<file path="src/rtl/dac_spi_slave_if.sv">
// Bus bundle for dac_spi_slave: SPI/DAC control inputs, decoded frame fields and DAC outputs.
// With DAC_SPI_SLAVE_MISO_EN defined the bundle also carries the spi_miso echo line.
interface dac_spi_slave_if;
  logic        spi_sck;
  logic        spi_mosi;
  logic        dac_cs;
  logic        dac_clr;
  logic        frame_valid;
  logic        frame_err;
  logic [3:0]  rx_command;
  logic [3:0]  rx_channel;
  logic [11:0] rx_value;
  logic [11:0] dac_a;
  logic [11:0] dac_b;
  logic [11:0] dac_c;
  logic [11:0] dac_d;
`ifdef DAC_SPI_SLAVE_MISO_EN
  logic        spi_miso;

  modport master (
    output spi_sck, spi_mosi, dac_cs, dac_clr,
    input  frame_valid, frame_err, rx_command, rx_channel, rx_value,
    input  dac_a, dac_b, dac_c, dac_d, spi_miso
  );

  modport slave (
    input  spi_sck, spi_mosi, dac_cs, dac_clr,
    output frame_valid, frame_err, rx_command, rx_channel, rx_value,
    output dac_a, dac_b, dac_c, dac_d, spi_miso
  );
`else
  modport master (
    output spi_sck, spi_mosi, dac_cs, dac_clr,
    input  frame_valid, frame_err, rx_command, rx_channel, rx_value,
    input  dac_a, dac_b, dac_c, dac_d
  );

  modport slave (
    input  spi_sck, spi_mosi, dac_cs, dac_clr,
    output frame_valid, frame_err, rx_command, rx_channel, rx_value,
    output dac_a, dac_b, dac_c, dac_d
  );
`endif
endinterface

</file>
<file path="src/rtl/dac_spi_slave.sv">
// SPI slave that decodes 32-bit frames into commands for a four-channel 12-bit DAC register bank.
// Optional feature: define DAC_SPI_SLAVE_MISO_EN to echo the previous valid frame on spi_miso.
module dac_spi_slave #(
  parameter int SYNC_STAGES = 2,
  parameter int FRAME_BITS  = 32
) (
  input  logic           clk,
  input  logic           rst,
  dac_spi_slave_if.slave bus
);

  typedef enum logic [1:0] {S_IDLE, S_SHIFT, S_DECODE} state_t;

  localparam logic [5:0] LP_FRAME_CNT = 6'(FRAME_BITS);

  logic [SYNC_STAGES-1:0] r_sck_sync, r_mosi_sync, r_cs_sync, r_clr_sync;
  logic                   r_sck_d, r_cs_d;
  logic                   w_sck, w_mosi, w_cs, w_clr;
  logic                   w_sck_rise, w_cs_fall, w_cs_rise;

  state_t      r_state;
  logic [31:0] r_shift;
  logic [5:0]  r_count;
  logic        r_frame_valid, r_frame_err;
  logic [3:0]  r_rx_command, r_rx_channel;
  logic [11:0] r_rx_value;
  logic [11:0] r_in  [4];
  logic [11:0] r_dac [4];

`ifdef DAC_SPI_SLAVE_MISO_EN
  logic [31:0] r_last;
  logic [31:0] r_tx;
  logic        r_miso;
  logic        w_sck_fall;
  assign w_sck_fall   = !w_sck && r_sck_d;
  assign bus.spi_miso = r_miso;
`else
  logic w_unused_dc;
  assign w_unused_dc = ^{r_shift[31:28], r_shift[7:0]};
`endif

  assign w_sck      = r_sck_sync[SYNC_STAGES-1];
  assign w_mosi     = r_mosi_sync[SYNC_STAGES-1];
  assign w_cs       = r_cs_sync[SYNC_STAGES-1];
  assign w_clr      = r_clr_sync[SYNC_STAGES-1];
  assign w_sck_rise = w_sck && !r_sck_d;
  assign w_cs_fall  = !w_cs && r_cs_d;
  assign w_cs_rise  = w_cs && !r_cs_d;

  // Synchronisers reset to the bus idle levels so reset release never fakes an edge.
  always_ff @(posedge clk) begin
    if (!rst) begin
      r_sck_sync  <= '0;
      r_mosi_sync <= '0;
      r_cs_sync   <= '1;
      r_clr_sync  <= '1;
      r_sck_d     <= 1'b0;
      r_cs_d      <= 1'b1;
    end else begin
      r_sck_sync  <= {r_sck_sync[SYNC_STAGES-2:0], bus.spi_sck};
      r_mosi_sync <= {r_mosi_sync[SYNC_STAGES-2:0], bus.spi_mosi};
      r_cs_sync   <= {r_cs_sync[SYNC_STAGES-2:0], bus.dac_cs};
      r_clr_sync  <= {r_clr_sync[SYNC_STAGES-2:0], bus.dac_clr};
      r_sck_d     <= w_sck;
      r_cs_d      <= w_cs;
    end
  end

  always_ff @(posedge clk) begin
    if (!rst) begin
      r_state       <= S_IDLE;
      r_shift       <= '0;
      r_count       <= '0;
      r_frame_valid <= 1'b0;
      r_frame_err   <= 1'b0;
      r_rx_command  <= '0;
      r_rx_channel  <= '0;
      r_rx_value    <= '0;
      for (int i = 0; i < 4; i++) begin
        r_in[i]  <= '0;
        r_dac[i] <= '0;
      end
`ifdef DAC_SPI_SLAVE_MISO_EN
      r_last <= '0;
      r_tx   <= '0;
      r_miso <= 1'b0;
`endif
    end else begin
      r_frame_valid <= 1'b0;
      r_frame_err   <= 1'b0;
      case (r_state)
        S_IDLE: begin
`ifdef DAC_SPI_SLAVE_MISO_EN
          r_miso <= 1'b0;
`endif
          if (w_cs_fall) begin
            r_state <= S_SHIFT;
            r_shift <= '0;
            r_count <= '0;
`ifdef DAC_SPI_SLAVE_MISO_EN
            r_miso <= r_last[31];
            r_tx   <= {r_last[30:0], 1'b0};
`endif
          end
        end
        S_SHIFT: begin
          if (w_cs_rise) begin
            r_state <= S_DECODE;
          end else if (w_sck_rise) begin
            r_shift <= {r_shift[30:0], w_mosi};
            if (r_count != 6'd63) r_count <= r_count + 6'd1;
          end
`ifdef DAC_SPI_SLAVE_MISO_EN
          if (!w_cs_rise && w_sck_fall) begin
            r_miso <= r_tx[31];
            r_tx   <= {r_tx[30:0], 1'b0};
          end
`endif
        end
        S_DECODE: begin
          r_state <= S_IDLE;
`ifdef DAC_SPI_SLAVE_MISO_EN
          r_miso <= 1'b0;
`endif
          if (r_count == LP_FRAME_CNT) begin
            r_frame_valid <= 1'b1;
            r_rx_value    <= r_shift[27:16];
            r_rx_channel  <= r_shift[15:12];
            r_rx_command  <= r_shift[11:8];
`ifdef DAC_SPI_SLAVE_MISO_EN
            r_last <= r_shift;
`endif
            // Channel code F addresses all four channels; undefined codes address none.
            for (int i = 0; i < 4; i++) begin
              if (r_shift[15:12] == 4'(i) || r_shift[15:12] == 4'hF) begin
                case (r_shift[11:8])
                  4'h0: r_in[i] <= r_shift[27:16];
                  4'h1: r_dac[i] <= r_in[i];
                  4'h3: begin
                    r_in[i]  <= r_shift[27:16];
                    r_dac[i] <= r_shift[27:16];
                  end
                  default: ;
                endcase
              end
            end
          end else if (r_count != 6'd0) begin
            r_frame_err <= 1'b1;
          end
        end
        default: r_state <= S_IDLE;
      endcase
      // Clear wins over any write issued in the same cycle.
      if (!w_clr) begin
        for (int i = 0; i < 4; i++) begin
          r_in[i]  <= '0;
          r_dac[i] <= '0;
        end
      end
    end
  end

  assign bus.frame_valid = r_frame_valid;
  assign bus.frame_err   = r_frame_err;
  assign bus.rx_command  = r_rx_command;
  assign bus.rx_channel  = r_rx_channel;
  assign bus.rx_value    = r_rx_value;
  assign bus.dac_a       = r_dac[0];
  assign bus.dac_b       = r_dac[1];
  assign bus.dac_c       = r_dac[2];
  assign bus.dac_d       = r_dac[3];

endmodule

</file>
<file path="src/flat_wrapper.sv">
// flat-port wrapper written by rule: the top's interface ports become plain ports
module dac_spi_slave_flat 
#(
  parameter int SYNC_STAGES = 2,
  parameter int FRAME_BITS  = 32
)
  (clk, rst, bus_spi_sck, bus_spi_mosi, bus_dac_cs, bus_dac_clr, bus_frame_valid, bus_frame_err, bus_rx_command, bus_rx_channel, bus_rx_value, bus_dac_a, bus_dac_b, bus_dac_c, bus_dac_d);
  dac_spi_slave_if bus_i ();
  input  logic clk;
  input  logic rst;
  input wire logic [$bits(bus_i.spi_sck)-1:0] bus_spi_sck;
  input wire logic [$bits(bus_i.spi_mosi)-1:0] bus_spi_mosi;
  input wire logic [$bits(bus_i.dac_cs)-1:0] bus_dac_cs;
  input wire logic [$bits(bus_i.dac_clr)-1:0] bus_dac_clr;
  output wire logic [$bits(bus_i.frame_valid)-1:0] bus_frame_valid;
  output wire logic [$bits(bus_i.frame_err)-1:0] bus_frame_err;
  output wire logic [$bits(bus_i.rx_command)-1:0] bus_rx_command;
  output wire logic [$bits(bus_i.rx_channel)-1:0] bus_rx_channel;
  output wire logic [$bits(bus_i.rx_value)-1:0] bus_rx_value;
  output wire logic [$bits(bus_i.dac_a)-1:0] bus_dac_a;
  output wire logic [$bits(bus_i.dac_b)-1:0] bus_dac_b;
  output wire logic [$bits(bus_i.dac_c)-1:0] bus_dac_c;
  output wire logic [$bits(bus_i.dac_d)-1:0] bus_dac_d;
  assign bus_i.spi_sck = bus_spi_sck;
  assign bus_i.spi_mosi = bus_spi_mosi;
  assign bus_i.dac_cs = bus_dac_cs;
  assign bus_i.dac_clr = bus_dac_clr;
  assign bus_frame_valid = bus_i.frame_valid;
  assign bus_frame_err = bus_i.frame_err;
  assign bus_rx_command = bus_i.rx_command;
  assign bus_rx_channel = bus_i.rx_channel;
  assign bus_rx_value = bus_i.rx_value;
  assign bus_dac_a = bus_i.dac_a;
  assign bus_dac_b = bus_i.dac_b;
  assign bus_dac_c = bus_i.dac_c;
  assign bus_dac_d = bus_i.dac_d;
  dac_spi_slave #(.SYNC_STAGES(SYNC_STAGES), .FRAME_BITS(FRAME_BITS)) u_core (.clk(clk), .rst(rst), .bus(bus_i));
endmodule
</file>
<file path="config.mk">
export PLATFORM = sky130hd
export DESIGN_NAME = dac_spi_slave_flat
export DESIGN_NICKNAME = d
export VERILOG_FILES = /design/src/rtl/dac_spi_slave_if.sv /design/src/rtl/dac_spi_slave.sv /design/src/flat_wrapper.sv
export SDC_FILE = /design/constraint.sdc
export NUM_CORES = 1
export LEC_CHECK = 0
export ABC_CLOCK_PERIOD_IN_PS = 3170
export BUFFER_PORTS_ARGS = -buffer_cell sky130_fd_sc_hd__buf_2
export CORE_ASPECT_RATIO = 1.4
export CORE_MARGIN = 3
export CORE_UTILIZATION = 53
export DETAILED_ROUTE_END_ITERATION = 12
export PLACE_DENSITY = 0.86
export SYNTH_ARGS = -nofsm -noshare
export SYNTH_HDL_FRONTEND = slang
export SYNTH_SLANG_ARGS = --single-unit
</file>
<file path="constraint.sdc">
create_clock -name clk -period 3.17 [get_ports clk]
set_clock_uncertainty 0.15 [all_clocks]
set_input_delay 0.317 -clock clk [delete_from_list [all_inputs] [get_ports clk]]
set_output_delay 0.317 -clock clk [all_outputs]
set_load 0.01 [all_outputs]
</file>
== After elaboration in Yosys (flattened, before gate mapping) ==
Memories as Yosys holds them, arrays and structs flattened.
Cells that the tools add are included.

* Add/sub/neg operators: 1
* Eq/ne operators: 15
* Mux-type cells: 105
* Bitwise operators: 26
* Reductions and logical operators: 21

{| class="wikitable"
|+ Operators with widths
! kind !! number
|-
| two-way mux 12 bit || 24
|-
| two-way mux 28 bit || 3
|-
| two-way mux 1 bit || 69
|-
| one-hot mux 28 bit (2 select lines) || 1
|-
| two-way mux 6 bit || 4
|-
| bitwise OR 1 bit || 24
|-
| equality test 4 x 2 -> 1 bit, second input constant || 3
|-
| one-hot mux 6 bit (2 select lines) || 1
|-
| equality test 4 x 1 -> 1 bit, second input constant || 2
|-
| logical NOT 4 bit || 2
|-
| != test 2 x 1 -> 1 bit, second input constant || 4
|-
| adder 6 x 1 -> 6 bit, second input constant || 1
|-
| equality test 6 bit, second input constant || 1
|-
| != test 6 bit, second input constant || 1
|-
| AND reduction 2 bit || 3
|-
| nonzero test 6 bit || 1
|-
| AND reduction 5 bit || 1
|-
| equality test 4 bit, second input constant || 1
|-
| logical OR 1 bit || 4
|-
| two-way mux 2 bit || 2
|-
| one-hot mux 2 bit (2 select lines) || 1
|-
| AND reduction 4 bit || 1
|-
| logical AND 1 bit || 3
|-
| logical NOT 1 bit || 3
|-
| other kinds (7) || 8
|}

* Register bits after elaboration: 68
* Memory bits (writable): 96
* Input port bits: 6
* Output and inout bits: 70
* Word-level logic and storage cells: 184
* Memories kept: 2

{| class="wikitable"
|+ Memories
! memory !! words !! bits a word !! rd ports !! clocked after memory_dff !! wr ports !! RTL line !! source
|-
| u_core.r_dac || 4 || 12 || 4 || 0 || 4 || dac_spi_slave.sv:28 || <nowiki>logic [11:0] r_dac [4];</nowiki>
|-
| u_core.r_in || 4 || 12 || 4 || 0 || 4 || dac_spi_slave.sv:27 || <nowiki>logic [11:0] r_in [4];</nowiki>
|}

== Logic depth before layout (Yosys ltp) ==
Gate-level depths: netlist of the first run.

* Depth after elaboration: 10
* Depth in mapped cells: 7

== Least setup slack after synthesis of the first run ==
Ideal clock, no wire load.

* Path kind: reg2reg
* From: register u_core.r_count[0]
* To: memory u_core.r_dac[2][0], enable pin
* Library setup time: 425 ps
* Arrival: 2745 ps
* Setup slack: -150 ps
* Cell stages (with the launch flop): 6
* Clock period less this slack: 3320 ps
* Cell sequence: dfxtp_1 -> inv_1 -> ha_1 -> nor4b_1 -> nand2_1 -> o311ai_0

{| class="wikitable"
|+ RTL lines
! item !! RTL line !! source
|-
| from (decl) || dac_spi_slave.sv:23 || <nowiki>logic [5:0] r_count;</nowiki>
|-
| from (signal assigned) || dac_spi_slave.sv:111 || <nowiki>if (r_count != 6'd63) r_count <= r_count + 6'd1;</nowiki>
|-
| to (decl) || dac_spi_slave.sv:28 ||
|}

==> results of run 1 <==
routing by layer:
metal / GRT usage / share of wire / vias to the layer above
li1: - / - / 2634
met5: 0 / 0 / -
met4: 0.126 / 0.043 / 0
met1: 0.273 / 0.38 / 2702
met3: 0.0446 / 0.069 / 62
met2: 0.393 / 0.51 / 268
registers in the layout, indices dropped and copies added, names as in the netlist, 2 cells and up:
signal                 flops
u_core.r_clr_sync          2
u_core.r_sck_sync          2
u_core.bus.rx_command      4
u_core.r_cs_sync           2
u_core.bus.rx_channel      4
u_core.r_mosi_sync         2
u_core.r_count             6
u_core.r_dac              48
u_core.r_in               48
u_core.bus.rx_value       12
u_core.r_shift            28
u_core.r_state             2
synth_stat cells (3+ instances only):
cell | instances | area [sq um]
nand4_1 | 8 | 50.1
nor2_1 | 4 | 15.0
a211o_1 | 5 | 43.8
nand2b_1 | 12 | 75.1
edfxtp_1 | 48 | 1440
nand2_1 | 90 | 338
clkbuf_1 | 51 | 191
and2_1 | 30 | 188
nor4_1 | 3 | 18.8
a22o_1 | 24 | 210
mux2_2 | 6 | 67.6
a31oi_1 | 3 | 18.8
and4_1 | 3 | 26.3
nor2b_1 | 12 | 75.1
o21ai_1 | 22 | 110
o31ai_1 | 27 | 203
o21ai_0 | 27 | 135
a221oi_1 | 12 | 105
nand3_1 | 45 | 225
or4_1 | 5 | 37.5
buf_2 | 13 | 65.1
buf_1 | 3 | 11.3
nor3_1 | 5 | 25.0
a21oi_1 | 55 | 275
mux2i_1 | 7 | 70.1
and3_1 | 4 | 25.0
inv_1 | 17 | 63.8
or3_1 | 13 | 81.3
dfxtp_1 | 116 | 2320
power by group through the flow:
| stage | Combinational, W | Clock (W) | Sequential [W] |
|---|---|---|---|
| 6_report | 0.000164 | 0.00206 | 0.00222 |
| 3_3_place_gp | 0.000153 | 0 | 0.00227 |
| 2_1_floorplan | 0.0000925 | 0 | 0.00228 |
| 4_1_cts | 0.000164 | 0.00207 | 0.00222 |
| 3_5_place_dp | 0.000159 | 0 | 0.00227 |
| 5_1_grt | 0.000179 | 0.00214 | 0.00223 |
area by class of cell:
type / count / share of cell area
Tap cell: 150 / 0.0238
Clock inverter: 14 / 0.0204
Sequential cell: 164 / 0.477
Timing Repair Buffer: 96 / 0.0688
Clock buffer: 18 / 0.0543
Multi-Input combinational cell: 455 / 0.348
Inverter: 18 / 0.00856
worst max-delay path, delay by kind of cell (launching register included):
family                   cells  cell delay [ns]
adder cells (fa/ha/maj)      1             0.17
buffers and inverters        1             0.09
flip-flops                   1             0.35
multiplexers                 1             0.25
AND/OR/NAND/NOR              3             1.54
final timing paths:
| check | end | slack, ns | depth (start not counted) |
|---|---|---|---|
| min | u_core.r_clr_sync[1] | 0.17 | 2 |
| max reg2reg | u_core.r_dac[0][1] | 0.54 | 6 |
| max | u_core.r_dac[0][1] | 0.54 | 6 |
| min reg2reg | u_core.r_cs_sync[1] | 0.26 | 1 |
cells by family after synthesis:
group / synth area share
multiplexers: 0.0200
AND/OR/NAND/NOR: 0.193
buffers and inverters: 0.0550
XOR/XNOR: 0.00255
flip-flops: 0.548
AO/OA/AOI/OAI: 0.176
adder cells (fa/ha/maj): 0.00510
per-stage QoR:
step,TNS [ns],instance area (sq um)
6_report,0,7900
3_5_place_dp,0,7270
3_3_place_gp,0,7270
5_1_grt,0,7900
2_1_floorplan,-3.57,6870
4_1_cts,0,7900
==> impl_metrics.ini, run 1 <==
[sta]
setup_slack_ns = 0.543
setup_viol = 0
maxSlewHeadroom = 0.262
worst_pin_slew_ns = 1.10
rsz0062_at_grt = no
layout_min_cycle_time_ns = 2.63
drv_slew = 0
hold-worst-slack_ns = 0.175
hold_viol = 0
timing.fmax_mhz = 381
final.period_utilization = 0.829

[cells_and_area]
multi_input_area_sq_mm = 0.00275
layoutNonFillerInstCount = 915
post-route-util = 0.632
nets = 760
drive_above_1_share = 0.180
final_common_cell = dfxtp_1
seq_area_sq_mm = 0.00376
n_fill_cell = 978
syn_to_final_growth_pct = 14.9
layout_common_cells = dfxtp_1 (116), nand2_1 (90), buf_2 (75), a21oi_1 (55), edfxtp_1 (48)
antenna_cells = 0

[synth]
yosys_most_used_dff = dfxtp_1
ys_types = 61
synthesis.nets = 717
synth_area_sq_mm = 0.00687
synthCells = 709
synthArstFlopShare = 0
syn_avg_cell_area_sq_um = 9.69
seq_area_frac_synth = 0.548
synth_seq_cells = 164
synth-edff-count = 48
yosys_warnings = 0

[power_and_ir_drop]
p_int_w = 0.00349
irDropWorstVdd_mv = 0.338
power_frac_comb = 0.037
seq_power_share = 0.500
p_per_area_mw_per_mm2 = 563
leakage_nw = 2.90
switching_power_w = 0.000958
p_clk_frac = 0.463
total_power_w = 0.00445
swShare = 0.215

[global_route]
grt_pass1_wl_mm = 26.5
grt_overflow_total = 0
grt_max_degree = 48
grt.total_usage = 0.232
antenna_found_initial = 0
grt_pass1_vias = 5458

[placement]
dp_cells = 879
io_buffers = 75
dp_hpwl_mm = 10.9
dpl_worst_slack_ns = 0.612
place.gp.congestion = 0.961

[hold_path]
hp-start = rst
hold_class = in2reg

[route]
drc = 0
vias = 5666
ant_nets = 0
post_drt_wl_per_cell_microns = 18.1
viasPerCell = 6.19
drt-initial-drc-count = 480
totalWireLength_mm = 16.6
first_pass_iters = 5

[clocking]
cts_tree = yes
clk_pin_slew_worst_paths_ns = 0.06
postCtsHoldBufs = 4
cts.root.buffer_cell = clkbuf_16
cts.repair.resized = 0
cts_buffer_depth = 2
cts_buffers = 17
cts.sinks = 164
insertion_delay_ns = 0.42
htree_levels = 4
cts_setup_buffers = 0

[critical_path]
r2r-start = u_core.r_count[0]
worst_ep_arrival_time_ns = 2.82
worst_path_largest_cell_delay_ns = 0.55
crit_slowest_cell = nor2_2
required_ns = 3.37
cp-startpoint = u_core.r_count[0]
crit_chain = inv_1 -> ha_1 -> nor4b_1 -> nand4_1 -> nor2_2 -> mux2i_1
critPathKind = reg2reg
crit_path_start_kind = flop
crit_fanout = 11
end_kind = flop

[die]
die_w_microns = 102
core_sq_mm = 0.0125
start_util = 0.550
ios = 76
rows = 48
die_area_sq_mm = 0.0144
die_height_microns = 141

[run]
cap_violations = 0

[status]
outcome = completed
Power figures use the tool's default switching activity.
==> inputs of run 2 (changes only) <==
--- a/config.mk
+++ b/config.mk
@@ -5,7 +5,7 @@
 export SDC_FILE = /design/constraint.sdc
 export NUM_CORES = 1
 export LEC_CHECK = 0
-export ABC_CLOCK_PERIOD_IN_PS = 3170
+export ABC_CLOCK_PERIOD_IN_PS = 2200
 export BUFFER_PORTS_ARGS = -buffer_cell sky130_fd_sc_hd__buf_2
 export CORE_ASPECT_RATIO = 1.4
 export CORE_MARGIN = 3
==> constraint.sdc (replaced) <==
create_clock -name clk -period 2.2 [get_ports clk]
set_clock_uncertainty 0.15 [all_clocks]
set_input_delay 0.22 -clock clk [delete_from_list [all_inputs] [get_ports clk]]
set_output_delay 0.22 -clock clk [all_outputs]
set_load 0.01 [all_outputs]
==> run 2 against run 1 <==
Compared with the run above:
- the flow now finishes with violations (setup timing)
- sequential power rose by 45%
- sequential share of layout area shrank 4.8 points
- routed wire length is 18% higher
- power rose by 45%
- via count increased by 7.0%
- die area stayed put
- non-clock buffer count is 47 higher
- combinational power increased by 88%
- maximum frequency rose by 11%
- design area increased by 11%
- clock power is 41% higher
- largest power group unchanged
- highest routed layer unchanged
==> impl_metrics.ini, run 2 (synthesis results as in run 1) <==
[critical_path]
crit_fanout = 8
required_ns = 2.35
crit_path_start_kind = flop
critPathKind = reg2reg
crit_chain = inv_2 -> ha_4 -> or4b_4 -> nor4_4 -> buf_4 -> buf_12 -> nand3_4 -> a221oi_2
crit_slowest_cell = or4b_4
end_kind = flop
path_buf_inv = 3
worst_ep_arrival_time_ns = 2.51
worst_path_largest_cell_delay_ns = 0.52
path_delay_family = simple AND/OR/NAND/NOR gates

[die]
die_w_microns = 102
start_util = 0.550
ios = 76
die_area_sq_mm = 0.0144
rows = 48
die_height_microns = 141
core_sq_mm = 0.0125

[power_and_ir_drop]
leakage_nw = 3.28
p_per_area_mw_per_mm2 = 731
swShare = 0.220
p_int_w = 0.00501
switching_power_w = 0.00142
irDropWorstVdd_mv = 0.633
power_frac_comb = 0.048
seq_power_share = 0.499
p_clk_frac = 0.453

[cells_and_area]
top_regs = u_core.r_dac (48), u_core.r_in (48), u_core.r_shift (28)
antenna_cells = 0
final_common_cell = dfxtp_1
post-route-util = 0.704
n_fill_cell = 792
syn_to_final_growth_pct = 27.9
nets = 811
seq_area_sq_mm = 0.00377
drive_above_1_share = 0.310
layout_common_cells = dfxtp_1 (113), nand2_1 (89), buf_2 (75), buf_4 (53)
multi_input_area_sq_mm = 0.00315

[route]
drc = 0
viasPerCell = 6.28
drt-initial-drc-count = 497
totalWireLength_mm = 19.5
post_drt_wl_per_cell_microns = 20.2
first_pass_iters = 6
vias = 6064
ant_nets = 0

[clocking]
htree_levels = 4
cts_buffers = 17
clk_pin_slew_worst_paths_ns = 0.06
insertion_delay_ns = 0.43
cts.root.buffer_cell = clkbuf_16
cts_tree = yes
cts_buffer_depth = 2
cts.sinks = 164

[global_route]
grt_overflow_total = 0
grt_max_degree = 53
grt_pass1_vias = 5670
antenna_found_initial = 0
grt_pass1_wl_mm = 28.7
grt.total_usage = 0.256

[sta]
maxSlewHeadroom = 0.450
layout_min_cycle_time_ns = 2.37
hold-worst-slack_ns = 0.155
timing.fmax_mhz = 423
setup_viol = 29
setup_slack_ns = -0.167
fin_setup_tns_ns = -1.46
rsz0062_at_grt = yes
hold_viol = 0
worst_pin_slew_ns = 0.814
final.period_utilization = 1.08
drv_slew = 0

[placement]
io_buffers = 75
dpl_worst_slack_ns = -0.146
dp_hpwl_mm = 11.9
place.gp.congestion = 0.961

[run]
cap_violations = 0

[status]
outcome = finished with violations
violations = setup timing

[hold_path]
hold_class = in2reg
-- run 2: cell count changes in the layout (fill, tap and decap cells not counted), moves of 12 or more --
cell	delta
a221oi_2	+12
a221oi_1	-12
buf_4	+36
o21ai_2	+19
o21ai_1	-13
nand3_1	-12
-- run 2: power groups by stage --
stage / clock [W] / sequential (W) / combinational (W)
2_1_floorplan: 0 / 0.00328 / 0.000139
3_3_place_gp: 0 / 0.00326 / 0.000261
3_5_place_dp: 0 / 0.00327 / 0.000271
4_1_cts: 0.00291 / 0.00320 / 0.000287
5_1_grt: 0.00304 / 0.00321 / 0.000332
6_report: 0.00291 / 0.00321 / 0.000308
-- run 2: cell type report --
type                    instances  share of cell area
inverters                      18             0.00769
well taps                     150              0.0213
clock buffers                  22              0.0564
multi-input cells             459               0.359
flip-flops and latches        164               0.429
repair buffers                143               0.117
clock inverters                10              0.0110
-- run 2: metrics by stage --
stage	area (sq um)	total power (W)	std cells
after floorplan	6920	0.00342	709
after global placement	7690	0.00352	920
after detailed placement	7690	0.00354	920
after CTS	8430	0.00640	960
after global routing	8790	0.00659	966
final	8790	0.00643	966
-- run 2: worst register-to-register path, cell delays in order, from the launching register on --
cell and delay [ns]:
dfxtp_2 0.32, inv_2 0.06, ha_4 0.13, or4b_4 0.52
nor4_4 0.22, buf_4 0.20, buf_12 0.15, nand3_4 0.08
a221oi_2 0.39
-- run 2: final timing paths --
path                                          start              endpoint  slack, ns  cells past startpoint
worst max-delay path              u_core.r_count[1]   u_core.r_dac[3][10]      -0.17                      8
worst min-delay path                            rst  u_core.r_clr_sync[1]       0.15                      3
worst max register to register    u_core.r_count[1]   u_core.r_dac[3][10]      -0.17                      8
worst min register to register  u_core.r_cs_sync[0]   u_core.r_cs_sync[1]       0.26                      1
-- run 2: repair_timing --
| action | in CTS | in global routing |
|---|---|---|
| hold buffers | 4 | 0 |
| setup endpoints to repair | 35 | 91 |
| gates cloned | 3 | 3 |
| gates resized for setup | 16 | 62 |
| setup buffers | 1 | 3 |
| endpoints found under the hold margin | 4 | 0 |
| pin swaps | 4 | 21 |
-- run 2: routing by layer --
| layer | share of wire | GRT usage | vias to the layer above |
|---|---|---|---|
| met2 | 0.50 | 0.442 | 343 |
| li1 | - | - | 2750 |
| met5 | 0 | 0 | - |
| met3 | 0.078 | 0.0579 | 92 |
| met1 | 0.36 | 0.293 | 2879 |
| met4 | 0.056 | 0.123 | 0 |
